**config.mk**
```make
export PLATFORM = sky130hd
export DESIGN_NAME = ahblite_slave_mux_n_flat
export DESIGN_NICKNAME = d
export VERILOG_FILES = /design/src/rtl/ahblite_pkg.sv /design/src/rtl/ahblite_slave_mux_n_if.sv /design/src/rtl/ahblite_default_slave.sv /design/src/rtl/ahblite_slave_mux_n.sv /design/src/flat_wrapper.sv
export SDC_FILE = /design/constraint.sdc
export NUM_CORES = 1
export LEC_CHECK = 0
export ABC_AREA = 1
export BUFFER_PORTS_ARGS = -buffer_cell sky130_fd_sc_hd__buf_2
export CAP_MARGIN = 0
export CORE_MARGIN = 2
export CORE_UTILIZATION = 25
export CTS_BUF_LIST = sky130_fd_sc_hd__clkbuf_8 sky130_fd_sc_hd__clkbuf_16
export DETAILED_ROUTE_END_ITERATION = 6
export PLACE_DENSITY_LB_ADDON = 0.05
export SYNTH_ARGS = -nofsm -noshare
export SYNTH_HDL_FRONTEND = slang
export SYNTH_HIERARCHICAL = 1
export SYNTH_SLANG_ARGS = --single-unit
```
**constraint.sdc**
```tcl
create_clock -name HCLK -period 1.8 [get_ports HCLK]
set_input_delay 0.09 -clock HCLK [delete_from_list [all_inputs] [get_ports HCLK]]
set_output_delay 0.09 -clock HCLK [all_outputs]
set_load 0.03 [all_outputs]
```
**src/rtl/ahblite_pkg.sv**
```systemverilog
// rtl/ahblite_pkg.sv - shared AHB-Lite encodings, default-slave state type and SoC map constants
package ahblite_pkg;

    typedef enum logic [1:0] {
        HTRANS_IDLE   = 2'b00,
        HTRANS_BUSY   = 2'b01,
        HTRANS_NONSEQ = 2'b10,
        HTRANS_SEQ    = 2'b11
    } htrans_e;

    typedef enum logic {
        HRESP_OKAY  = 1'b0,
        HRESP_ERROR = 1'b1
    } hresp_e;

    typedef enum logic [1:0] {
        DS_OK   = 2'd0,
        DS_ERR1 = 2'd1,
        DS_ERR2 = 2'd2
    } ds_state_e;

    // Default SoC map: CODE, DATA, KEYBOARD, LCD in slave-index order
    localparam logic [31:0] SOC_CODE_BASE = 32'h0000_0000;
    localparam logic [31:0] SOC_DATA_BASE = 32'h2000_0000;
    localparam logic [31:0] SOC_KBD_BASE  = 32'h4000_0000;
    localparam logic [31:0] SOC_LCD_BASE  = 32'h4000_1000;
    localparam logic [31:0] SOC_MAP_MASK  = 32'hF000_F000;

endpackage

```
**src/rtl/ahblite_slave_mux_n_if.sv**
```systemverilog
// rtl/ahblite_slave_mux_n_if.sv - master-side and slave-side bus bundle of the N-port decoder/mux
interface ahblite_slave_mux_n_if #(
    parameter int NUM_SLAVES = 4,
    parameter int ADDR_W     = 32,
    parameter int DATA_W     = 32
);
    logic [ADDR_W-1:0]            HADDR;
    logic [1:0]                   HTRANS;
    logic                         HREADY;
    logic [DATA_W-1:0]            HRDATA;
    logic                         HRESP;
    logic [NUM_SLAVES-1:0]        HSEL_S;
    logic [NUM_SLAVES-1:0]        HREADYOUT_S;
    logic [NUM_SLAVES-1:0]        HRESP_S;
    logic [NUM_SLAVES*DATA_W-1:0] HRDATA_S;

    // slave: the decoder/mux view; master: the bus master plus slave ports around it
    modport slave (
        input  HADDR, HTRANS, HREADYOUT_S, HRESP_S, HRDATA_S,
        output HREADY, HRDATA, HRESP, HSEL_S
    );

    modport master (
        output HADDR, HTRANS, HREADYOUT_S, HRESP_S, HRDATA_S,
        input  HREADY, HRDATA, HRESP, HSEL_S
    );
endinterface

```
**src/rtl/ahblite_default_slave.sv**
```systemverilog
// rtl/ahblite_default_slave.sv - two-cycle ERROR default slave with unmapped-access capture and IRQ
module ahblite_default_slave
    import ahblite_pkg::*;
#(
    parameter int ADDR_W   = 32,
    parameter int ERRCNT_W = 8
) (
    input  logic                HCLK,
    input  logic                HRESETn,
    input  logic                hready,
    input  logic                unmapped_req,
    input  logic [ADDR_W-1:0]   haddr,
    input  logic                err_clr,
    output logic                ds_hready,
    output logic                ds_hresp,
    output logic                err_valid,
    output logic [ADDR_W-1:0]   err_addr,
    output logic [ERRCNT_W-1:0] err_cnt,
    output logic                err_irq
);

    localparam logic [ERRCNT_W-1:0] CNT_ONE = ERRCNT_W'(1);

    ds_state_e state, state_nxt;
    logic      start_err;

    always_ff @(posedge HCLK or negedge HRESETn) begin
        if (!HRESETn) begin
            state <= DS_OK;
        end else begin
            state <= state_nxt;
        end
    end

    always_comb begin
        state_nxt = state;
        start_err = 1'b0;
        case (state)
            DS_OK: begin
                if (hready && unmapped_req) begin
                    state_nxt = DS_ERR1;
                    start_err = 1'b1;
                end
            end
            DS_ERR1: begin
                state_nxt = DS_ERR2;
            end
            DS_ERR2: begin
                if (hready && unmapped_req) begin
                    state_nxt = DS_ERR1;
                    start_err = 1'b1;
                end else begin
                    state_nxt = DS_OK;
                end
            end
            default: begin
                state_nxt = DS_OK;
            end
        endcase
    end

    // Response depends on state only, so the HREADY feedback path stays acyclic
    assign ds_hready = (state != DS_ERR1);
    assign ds_hresp  = (state == DS_OK) ? HRESP_OKAY : HRESP_ERROR;
    assign err_irq   = (state == DS_ERR1);

    always_ff @(posedge HCLK or negedge HRESETn) begin
        if (!HRESETn) begin
            err_valid <= 1'b0;
            err_addr  <= '0;
            err_cnt   <= '0;
        end else if (start_err) begin
            err_valid <= 1'b1;
            err_addr  <= haddr;
            if (err_cnt != '1) begin
                err_cnt <= err_cnt + CNT_ONE;
            end
        end else if (err_clr) begin
            err_valid <= 1'b0;
        end
    end

endmodule

```
**src/rtl/ahblite_slave_mux_n.sv**
```systemverilog
// rtl/ahblite_slave_mux_n.sv - single-master AHB-Lite address decoder and response mux for N slaves
module ahblite_slave_mux_n
    import ahblite_pkg::*;
#(
    parameter int                           NUM_SLAVES = 4,
    parameter int                           ADDR_W     = 32,
    parameter int                           DATA_W     = 32,
    parameter logic [NUM_SLAVES*ADDR_W-1:0] BASE_ADDR  =
        {SOC_LCD_BASE, SOC_KBD_BASE, SOC_DATA_BASE, SOC_CODE_BASE},
    parameter logic [NUM_SLAVES*ADDR_W-1:0] ADDR_MASK  = {4{SOC_MAP_MASK}},
    parameter int                           ERRCNT_W   = 8
) (
    input  logic                   HCLK,
    input  logic                   HRESETn,
    ahblite_slave_mux_n_if.slave   bus,
    input  logic                   err_clr,
    output logic                   err_valid,
    output logic [ADDR_W-1:0]      err_addr,
    output logic [ERRCNT_W-1:0]    err_cnt,
    output logic                   err_irq
);

    localparam logic [NUM_SLAVES:0] DSEL_DEFAULT = {1'b1, {NUM_SLAVES{1'b0}}};

    logic [NUM_SLAVES-1:0] hit;
    logic                  found;
    logic                  active;
    logic [NUM_SLAVES:0]   dsel;
    logic                  hready_mux;
    logic                  hresp_mux;
    logic [DATA_W-1:0]     hrdata_mux;
    logic                  ds_hready;
    logic                  ds_hresp;

    // Lowest matching index wins on overlapping regions
    always_comb begin
        hit   = '0;
        found = 1'b0;
        for (int i = 0; i < NUM_SLAVES; i++) begin
            if (!found &&
                ((bus.HADDR & ADDR_MASK[i*ADDR_W +: ADDR_W]) == BASE_ADDR[i*ADDR_W +: ADDR_W])) begin
                hit[i] = 1'b1;
                found  = 1'b1;
            end
        end
    end

    assign bus.HSEL_S = hit;
    assign active     = (bus.HTRANS == HTRANS_NONSEQ) || (bus.HTRANS == HTRANS_SEQ);

    always_ff @(posedge HCLK or negedge HRESETn) begin
        if (!HRESETn) begin
            dsel <= DSEL_DEFAULT;
        end else if (hready_mux) begin
            dsel <= {~found, hit};
        end
    end

    always_comb begin
        hready_mux = 1'b0;
        hresp_mux  = 1'b0;
        hrdata_mux = '0;
        if (dsel[NUM_SLAVES]) begin
            hready_mux = ds_hready;
            hresp_mux  = ds_hresp;
        end
        for (int i = 0; i < NUM_SLAVES; i++) begin
            if (dsel[i]) begin
                hready_mux = hready_mux | bus.HREADYOUT_S[i];
                hresp_mux  = hresp_mux  | bus.HRESP_S[i];
                hrdata_mux = hrdata_mux | bus.HRDATA_S[i*DATA_W +: DATA_W];
            end
        end
    end

    assign bus.HREADY = hready_mux;
    assign bus.HRESP  = hresp_mux;
    assign bus.HRDATA = hrdata_mux;

    ahblite_default_slave #(
        .ADDR_W   (ADDR_W),
        .ERRCNT_W (ERRCNT_W)
    ) u_default_slave (
        .HCLK         (HCLK),
        .HRESETn      (HRESETn),
        .hready       (hready_mux),
        .unmapped_req (active & ~found),
        .haddr        (bus.HADDR),
        .err_clr      (err_clr),
        .ds_hready    (ds_hready),
        .ds_hresp     (ds_hresp),
        .err_valid    (err_valid),
        .err_addr     (err_addr),
        .err_cnt      (err_cnt),
        .err_irq      (err_irq)
    );

endmodule

```
**src/flat_wrapper.sv**
```systemverilog
// flat-port wrapper written by rule: the top's interface ports become plain ports
module ahblite_slave_mux_n_flat import ahblite_pkg::*;
#(
    parameter int                           NUM_SLAVES = 4,
    parameter int                           ADDR_W     = 32,
    parameter int                           DATA_W     = 32,
    parameter logic [NUM_SLAVES*ADDR_W-1:0] BASE_ADDR  =
        {SOC_LCD_BASE, SOC_KBD_BASE, SOC_DATA_BASE, SOC_CODE_BASE},
    parameter logic [NUM_SLAVES*ADDR_W-1:0] ADDR_MASK  = {4{SOC_MAP_MASK}},
    parameter int                           ERRCNT_W   = 8
)
  (HCLK, HRESETn, err_clr, err_valid, err_addr, err_cnt, err_irq, bus_HADDR, bus_HTRANS, bus_HREADYOUT_S, bus_HRESP_S, bus_HRDATA_S, bus_HREADY, bus_HRDATA, bus_HRESP, bus_HSEL_S);
  ahblite_slave_mux_n_if #(.NUM_SLAVES(NUM_SLAVES), .ADDR_W(ADDR_W), .DATA_W(DATA_W)) bus_i ();
  input  logic HCLK;
  input  logic HRESETn;
  input  logic err_clr;
  output logic err_valid;
  output logic [ADDR_W-1:0] err_addr;
  output logic [ERRCNT_W-1:0] err_cnt;
  output logic err_irq;
  input wire logic [$bits(bus_i.HADDR)-1:0] bus_HADDR;
  input wire logic [$bits(bus_i.HTRANS)-1:0] bus_HTRANS;
  input wire logic [$bits(bus_i.HREADYOUT_S)-1:0] bus_HREADYOUT_S;
  input wire logic [$bits(bus_i.HRESP_S)-1:0] bus_HRESP_S;
  input wire logic [$bits(bus_i.HRDATA_S)-1:0] bus_HRDATA_S;
  output wire logic [$bits(bus_i.HREADY)-1:0] bus_HREADY;
  output wire logic [$bits(bus_i.HRDATA)-1:0] bus_HRDATA;
  output wire logic [$bits(bus_i.HRESP)-1:0] bus_HRESP;
  output wire logic [$bits(bus_i.HSEL_S)-1:0] bus_HSEL_S;
  assign bus_i.HADDR = bus_HADDR;
  assign bus_i.HTRANS = bus_HTRANS;
  assign bus_i.HREADYOUT_S = bus_HREADYOUT_S;
  assign bus_i.HRESP_S = bus_HRESP_S;
  assign bus_i.HRDATA_S = bus_HRDATA_S;
  assign bus_HREADY = bus_i.HREADY;
  assign bus_HRDATA = bus_i.HRDATA;
  assign bus_HRESP = bus_i.HRESP;
  assign bus_HSEL_S = bus_i.HSEL_S;
  ahblite_slave_mux_n #(.NUM_SLAVES(NUM_SLAVES), .ADDR_W(ADDR_W), .DATA_W(DATA_W), .BASE_ADDR(BASE_ADDR), .ADDR_MASK(ADDR_MASK), .ERRCNT_W(ERRCNT_W)) u_core (.HCLK(HCLK), .HRESETn(HRESETn), .bus(bus_i), .err_clr(err_clr), .err_valid(err_valid), .err_addr(err_addr), .err_cnt(err_cnt), .err_irq(err_irq));
endmodule
```
==> results.cfg, run 1 <==
[setup_path]
worst-setup-path-type = reg -> out
worst-path-max-fanout = 2
start_kind = flip-flop
r2r_start = u_core/dsel[4]$_DFFE_PN1P_
worst_path_largest_cell_delay_ns = 0.38
cpMostUsedCell = buf_6
cp_slowest_cell = dfrtp_1
ff2ff_setup_slack_ns = 0.16
worstPathCellList = buf_6 > or2_2 > a22o_1 > a21oi_2 > nand3_2 > buf_6
crit_arrival_ns = 1.60
ff2ff_path_depth = 10
cp_top_family = flip-flops
crit_buf_inv = 2
cp.required_ns = 1.71
timing.rr.end = u_core/u_default_slave/err_addr[1]$_DFFE_PN0P_
cp-end-kind = output port

[sta]
finalHoldViolCount = 0
drv_slew = 0
setup_viol = 0
holdWs_ns = 0.000605
fin_crit_sh_pct = 93.7
period_minus_slack_ns = 1.69
max_slew_margin_pct = 56.5
fin_tns_setup_ns = 0
max_slew.worst_pin.slew_ns = 0.652
rsz0062_at_grt = false
fmax_mhz = 593
skew_ns = 0.0106

[cts]
clk_latency_ns = 0.29
cts_sinks = 48
htree_levels = 2
clkTransAtPathRegs_ns = 0.06
cts_buffer_depth = 2
clock-root-buffer = clkbuf_16
cts_buffers = 5
cts_tree = built

[synthesis]
synth_area_leaders = dfrtp_1, nand2_1, nand4_1
yosysSeqAreaShare_pct = 40.2
yosysUniqueCellTypes = 25
synth_area_sq_um = 2990
synth_nets = 620
ys_ff_latch = 48
yosysMostFrequentCell = nand2_1
yosysTopAreaCellShare_pct = 39.3
synthCells = 446
yosysWarningCount = 6
async_flop_share_pct = 100
synth.mux.area_fraction_pct = 0
netlist_top_cells_count = nand2_1, dfrtp_1, nand4_1
synth-edff-count = 0
synth_xor_area_share_pct = 0.879
ys.flop_type = dfrtp_1
synthAdderAreaFrac_pct = 0.418
avgSynthCellArea_sq_um = 6.70
synth_top_family_by_area = simple AND/OR/NAND/NOR gates
synth_simple_gate_area_share_pct = 49.2
yosys.area.top_type = dfrtp_1
synth_compound_area_share_pct = 1.30

[finish]
postLayoutCoreUtil_pct = 40.8
design_area_sq_um = 4720
drive_gt1_share_pct = 41.9
design.final.nets = 877
syn_to_final_growth_pct = 57.8
fillers = 1287

[outcome]
outcome = finished, final reports clean

[grt]
grt_overflow_total = 0
grt_max_degree = 35
grt_first_pass_wirelength_um = 17300
first_global_vias = 3535
antenna_found_initial = 2
grt_usage_pct = 16.7

[die]
core_sq_um = 11600
initial_core_util_pct = 25.9
die_width_um = 113
dieArea_sq_um = 12900
dieHeight_um = 113
pin_count = 253
num_rows = 39

[placed_design]
dpl_cell_area_sq_um = 4410
hpwlAfterDp_um = 8930
port-buffer-count = 251
gp_congestion = 0.758

[pwr]
leakage_uw = 0.00271
power_per_cell_area_nw_per_um2 = 1490
ir_drop_uv = 711

[min_path]
hold_start = err_clr
hp-class = in -> reg
hold_depth = 2
min_to = u_core/u_default_slave/err_valid$_DFFE_PN0P_

[drt]
vias_per_cell = 4.40
ant_nets = 0
drc = 0
firstDrtPassIters = 4
drtIter0Drc = 191
vias = 3737
routed_wl_um = 11300
wl_per_cell_um = 13.3

[job]
cap_violations = 0
-- worst max-delay path by stage --
stage                                                startpoint                                         endpoint  slack, ns  cells past startpoint
floorplan           u_core/u_default_slave/state[1]$_DFFE_PN0P_    u_core/u_default_slave/err_cnt[3]$_DFFE_PN0P_      0.001                     13
global placement                     u_core/dsel[4]$_DFFE_PN1P_  u_core/u_default_slave/err_addr[12]$_DFFE_PN0P_       0.16                     10
detailed placement                   u_core/dsel[4]$_DFFE_PN1P_   u_core/u_default_slave/err_addr[1]$_DFFE_PN0P_       0.12                     10
CTS                 u_core/u_default_slave/state[0]$_DFFE_PN0P_                                        bus_HRESP       0.08                      6
global route        u_core/u_default_slave/state[0]$_DFFE_PN0P_                                        bus_HRESP       0.01                      6
finish              u_core/u_default_slave/state[0]$_DFFE_PN0P_                                        bus_HRESP       0.11                      6
-- cell families (layout without fill, tap and decap cells) --
logic type      Yosys count  after routing
simple gates            344            344
flops                    48             48
buf+inv                  43            301
compound gates            7              7
xor+xnor                  3              3
fa+ha+maj                 1              1
other cells               0              3
-- timing repair --
action                     CTS  global route
setup endpoints to repair    0             3
hold endpoints to repair    34             1
gates resized for setup      0             6
buffers inserted             0             1
hold buffers                 9             1
-- routing by layer --
metal | part of all wire (%) | routed length, um | GRT usage (%) | vias to the layer above
li1 | - | - | - | 1903
met4 | 2.1 | 238 | 5.04 | 0
met2 | 52 | 5880 | 31.9 | 155
met5 | 0 | 0 | 0 | -
met3 | 8.3 | 939 | 4.04 | 17
met1 | 38 | 4270 | 18.0 | 1662
-- state kept, by name (all words and copies together) (netlist names) --
signal and count:
u_core/u_default_slave/err_addr 32, u_core/u_default_slave/err_cnt 8, u_core/dsel 5, u_core/u_default_slave/state 2, u_core/u_default_slave/err_valid 1
-- cells in the final DEF (no fill, tap or decap), types with 3 or more instances in the layout --
| cell | n |
|---|---|
| buf_4 | 7 |
| nand2_4 | 4 |
| clkbuf_16 | 5 |
| nor2_1 | 13 |
| nand3_1 | 9 |
| diode_2 | 3 |
| o21ai_0 | 3 |
| inv_1 | 17 |
| nor2_2 | 6 |
| dlygate4sd3_1 | 10 |
| nand2_1 | 269 |
| nor2_4 | 3 |
| dfrtp_1 | 47 |
| buf_12 | 4 |
| buf_2 | 250 |
| nand2_2 | 3 |
| nand4_1 | 34 |
-- per-stage QoR --
stage / worst slack [ns] / power (uW) / instances
finish: 0.114 / 7030 / 850
global route: 0.00992 / 7550 / 849
CTS: 0.0774 / 7070 / 845
detailed placement: 0.115 / 5920 / 828
global placement: 0.165 / 5900 / 828
floorplan: 0.000955 / 4580 / 446
-- report_power, final --
group	total (uW)	internal (uW)	switching (uW)
sequential	1790	1530	265
clock	1110	696	411
combinational	4130	1310	2820
total	7030	3540	3490
-- cell type report --
cell class | count | area [sq um] | area share (%)
multi-input combinational | 355 | 1570 | 33.2
timing repair buffer | 273 | 1510 | 31.9
sequential | 48 | 1200 | 25.5
tap | 143 | 179 | 3.79
clock buffer | 6 | 139 | 2.94
inverter | 20 | 77.6 | 1.64
clock inverter | 2 | 38.8 | 0.822
antenna | 3 | 7.51 | 0.159
(Power assumes the default switching activity.)
==> run 2: changes to the inputs <==
--- a/config.mk
+++ b/config.mk
@@ -13,6 +13,7 @@
 export CTS_BUF_LIST = sky130_fd_sc_hd__clkbuf_8 sky130_fd_sc_hd__clkbuf_16
 export DETAILED_ROUTE_END_ITERATION = 6
 export PLACE_DENSITY_LB_ADDON = 0.05
+export REMOVE_ABC_BUFFERS = 1
 export SYNTH_ARGS = -nofsm -noshare
 export SYNTH_HDL_FRONTEND = slang
 export SYNTH_HIERARCHICAL = 1
==> results.cfg, run 2 (synthesized netlist as in run 1, its figures left out) <==
[sta]
finalHoldViolCount = 0
max_slew.worst_pin.slew_ns = 0.580
drv_slew = 0
max_slew_margin_pct = 61.3
skew_ns = 0.00593
rsz0062_at_grt = false
fin_crit_sh_pct = 94.4
fmax_mhz = 588
period_minus_slack_ns = 1.70
setup_viol = 0

[cts]
clk_latency_ns = 0.29
cts_buffer_depth = 2
clock-root-buffer = clkbuf_16
clkTransAtPathRegs_ns = 0.06
cts_sinks = 48
htree_levels = 2
cts_buffers = 5
cts_tree = built

[placed_design]
port-buffer-count = 251
dp.cells = 827
gp_congestion = 0.870
hpwlAfterDp_um = 8980

[min_path]
hp-class = in -> reg
hold_depth = 3
min_to = u_core/u_default_slave/err_addr[21]$_DFFE_PN0P_
hold_start = bus_HADDR[21]

[setup_path]
timing.rr.end = u_core/u_default_slave/err_cnt[3]$_DFFE_PN0P_
cp-end-kind = output port
cp_slowest_cell = dfrtp_1
crit_arrival_ns = 1.61
start_kind = flip-flop
r2r_start = u_core/u_default_slave/state[1]$_DFFE_PN0P_
worst-setup-path-type = reg -> out
cp-startpoint = u_core/u_default_slave/state[0]$_DFFE_PN0P_
worst_path_largest_cell_delay_ns = 0.37
worst-path-max-fanout = 2
cpMostUsedCell = buf_4
worstPathCellList = buf_4 > or2_2 > a22o_1 > a21oi_1 > nand3_1 > buf_4
ff2ff_path_depth = 13
ff2ff_setup_slack_ns = 0.14
cp.required_ns = 1.71

[die]
num_rows = 39
pin_count = 253
core_sq_um = 11600
dieHeight_um = 113
initial_core_util_pct = 25.9
dieArea_sq_um = 12900
die_width_um = 113

[pwr]
power_uw = 6840
leakage_uw = 0.00272
power_per_cell_area_nw_per_um2 = 1450
ir_drop_uv = 831

[drt]
vias = 3759
firstDrtPassIters = 4
drtIter0Drc = 145
wl_per_cell_um = 13.6
vias_per_cell = 4.40
routed_wl_um = 11600
ant_nets = 0
drc = 0

[finish]
finalNonFillerCells = 854
layout_common_cells = nand2_1, buf_2, dfrtp_1, nand4_1
final_common_cell = nand2_1
syn_to_final_growth_pct = 57.6
design.final.nets = 883
largestRegisters = u_core/u_default_slave/err_addr (32), u_core/u_default_slave/err_cnt (8), u_core/dsel (5)
largest_register_ffs = 32
largest_register = u_core/u_default_slave/err_addr
drive_gt1_share_pct = 40.7

[grt]
grt_overflow_total = 0
antenna_found_initial = 1
grt_usage_pct = 17.7
grt_first_pass_wirelength_um = 18300
grt_max_degree = 35
first_global_vias = 3714

[job]
cap_violations = 0

[outcome]
outcome = finished, final reports clean
[run 2: changes by cell type in the layout (fill, tap and decap cells not counted), moves of 2 or more]
| cell | before | now |
|---|---|---|
| dlygate4sd3_1 | 10 | 18 |
| buf_12 | 4 | 1 |
| buf_4 | 7 | 9 |
| diode_2 | 3 | 1 |
[run 2: critical path: cells and delay by family (launching register included)]
kind | cells | cell delay, ns
flops | 1 | 0.37
simple gates | 2 | 0.35
buf+inv | 2 | 0.31
compound gates | 2 | 0.29
[run 2: worst max path at each step]
| stage | to | cells past startpoint | slack [ns] |
|---|---|---|---|
| final | bus_HRESP | 6 | 0.10 |
| after global routing | bus_HRESP | 6 | 0.0003 |
| after CTS | bus_HRESP | 6 | 0.06 |
| after detailed placement | u_core/u_default_slave/err_addr[20]$_DFFE_PN0P_ | 9 | 0.14 |
| after global placement | u_core/u_default_slave/err_addr[1]$_DFFE_PN0P_ | 9 | 0.17 |
| after floorplan | u_core/u_default_slave/err_addr[0]$_DFFE_PN0P_ | 9 | -1.84 |
[run 2: stage by stage]
stage | utilization, % | cell area, sq um | hold slack [ns] | worst slack [ns] | TNS (ns)
floorplan | - | 2830 | -0.206 | -1.84 | -70.95
global placement | 37.7 | 4360 | 0.119 | 0.171 | 0
detailed placement | 37.7 | 4360 | 0.134 | 0.138 | 0
CTS | 40.7 | 4700 | 0.000100 | 0.0617 | 0
global route | 40.8 | 4710 | 0.0142 | 0.000296 | 0
finish | 40.8 | 4710 | 0.00803 | 0.100 | 0
[run 2: area by class of cell]
type	count	area [sq um]
Antenna cell	1	2.50
Timing Repair Buffer	279	1530
Clock buffer	5	125
Clock inverter	3	38.8
Fill cell	1258	6850
Multi-Input combinational cell	355	1560
Tap cell	143	179
Sequential cell	48	1200
Inverter	20	77.6
[run 2: metal layers]
| layer | wire length, um | GRT usage, % |
|---|---|---|
| met1 | 4570 | 20.2 |
| met2 | 5960 | 32.8 |
| met3 | 879 | 4.30 |
| met4 | 189 | 4.72 |
| met5 | 0 | 0 |
[run 2: what timing repair did]
action | 4_1_cts | 5_1_grt
hold buffers | 18 | 0
gates resized for setup | 0 | 3
buffers inserted | 0 | 0
hold endpoints to repair | 39 | 0
endpoints found under the setup margin | 0 | 16
[run 2: power by group]
part | internal [uW] | switching (uW) | total [uW]
Sequential | 1530 | 264 | 1790
Clock | 648 | 397 | 1050
Combinational | 1220 | 2780 | 4000
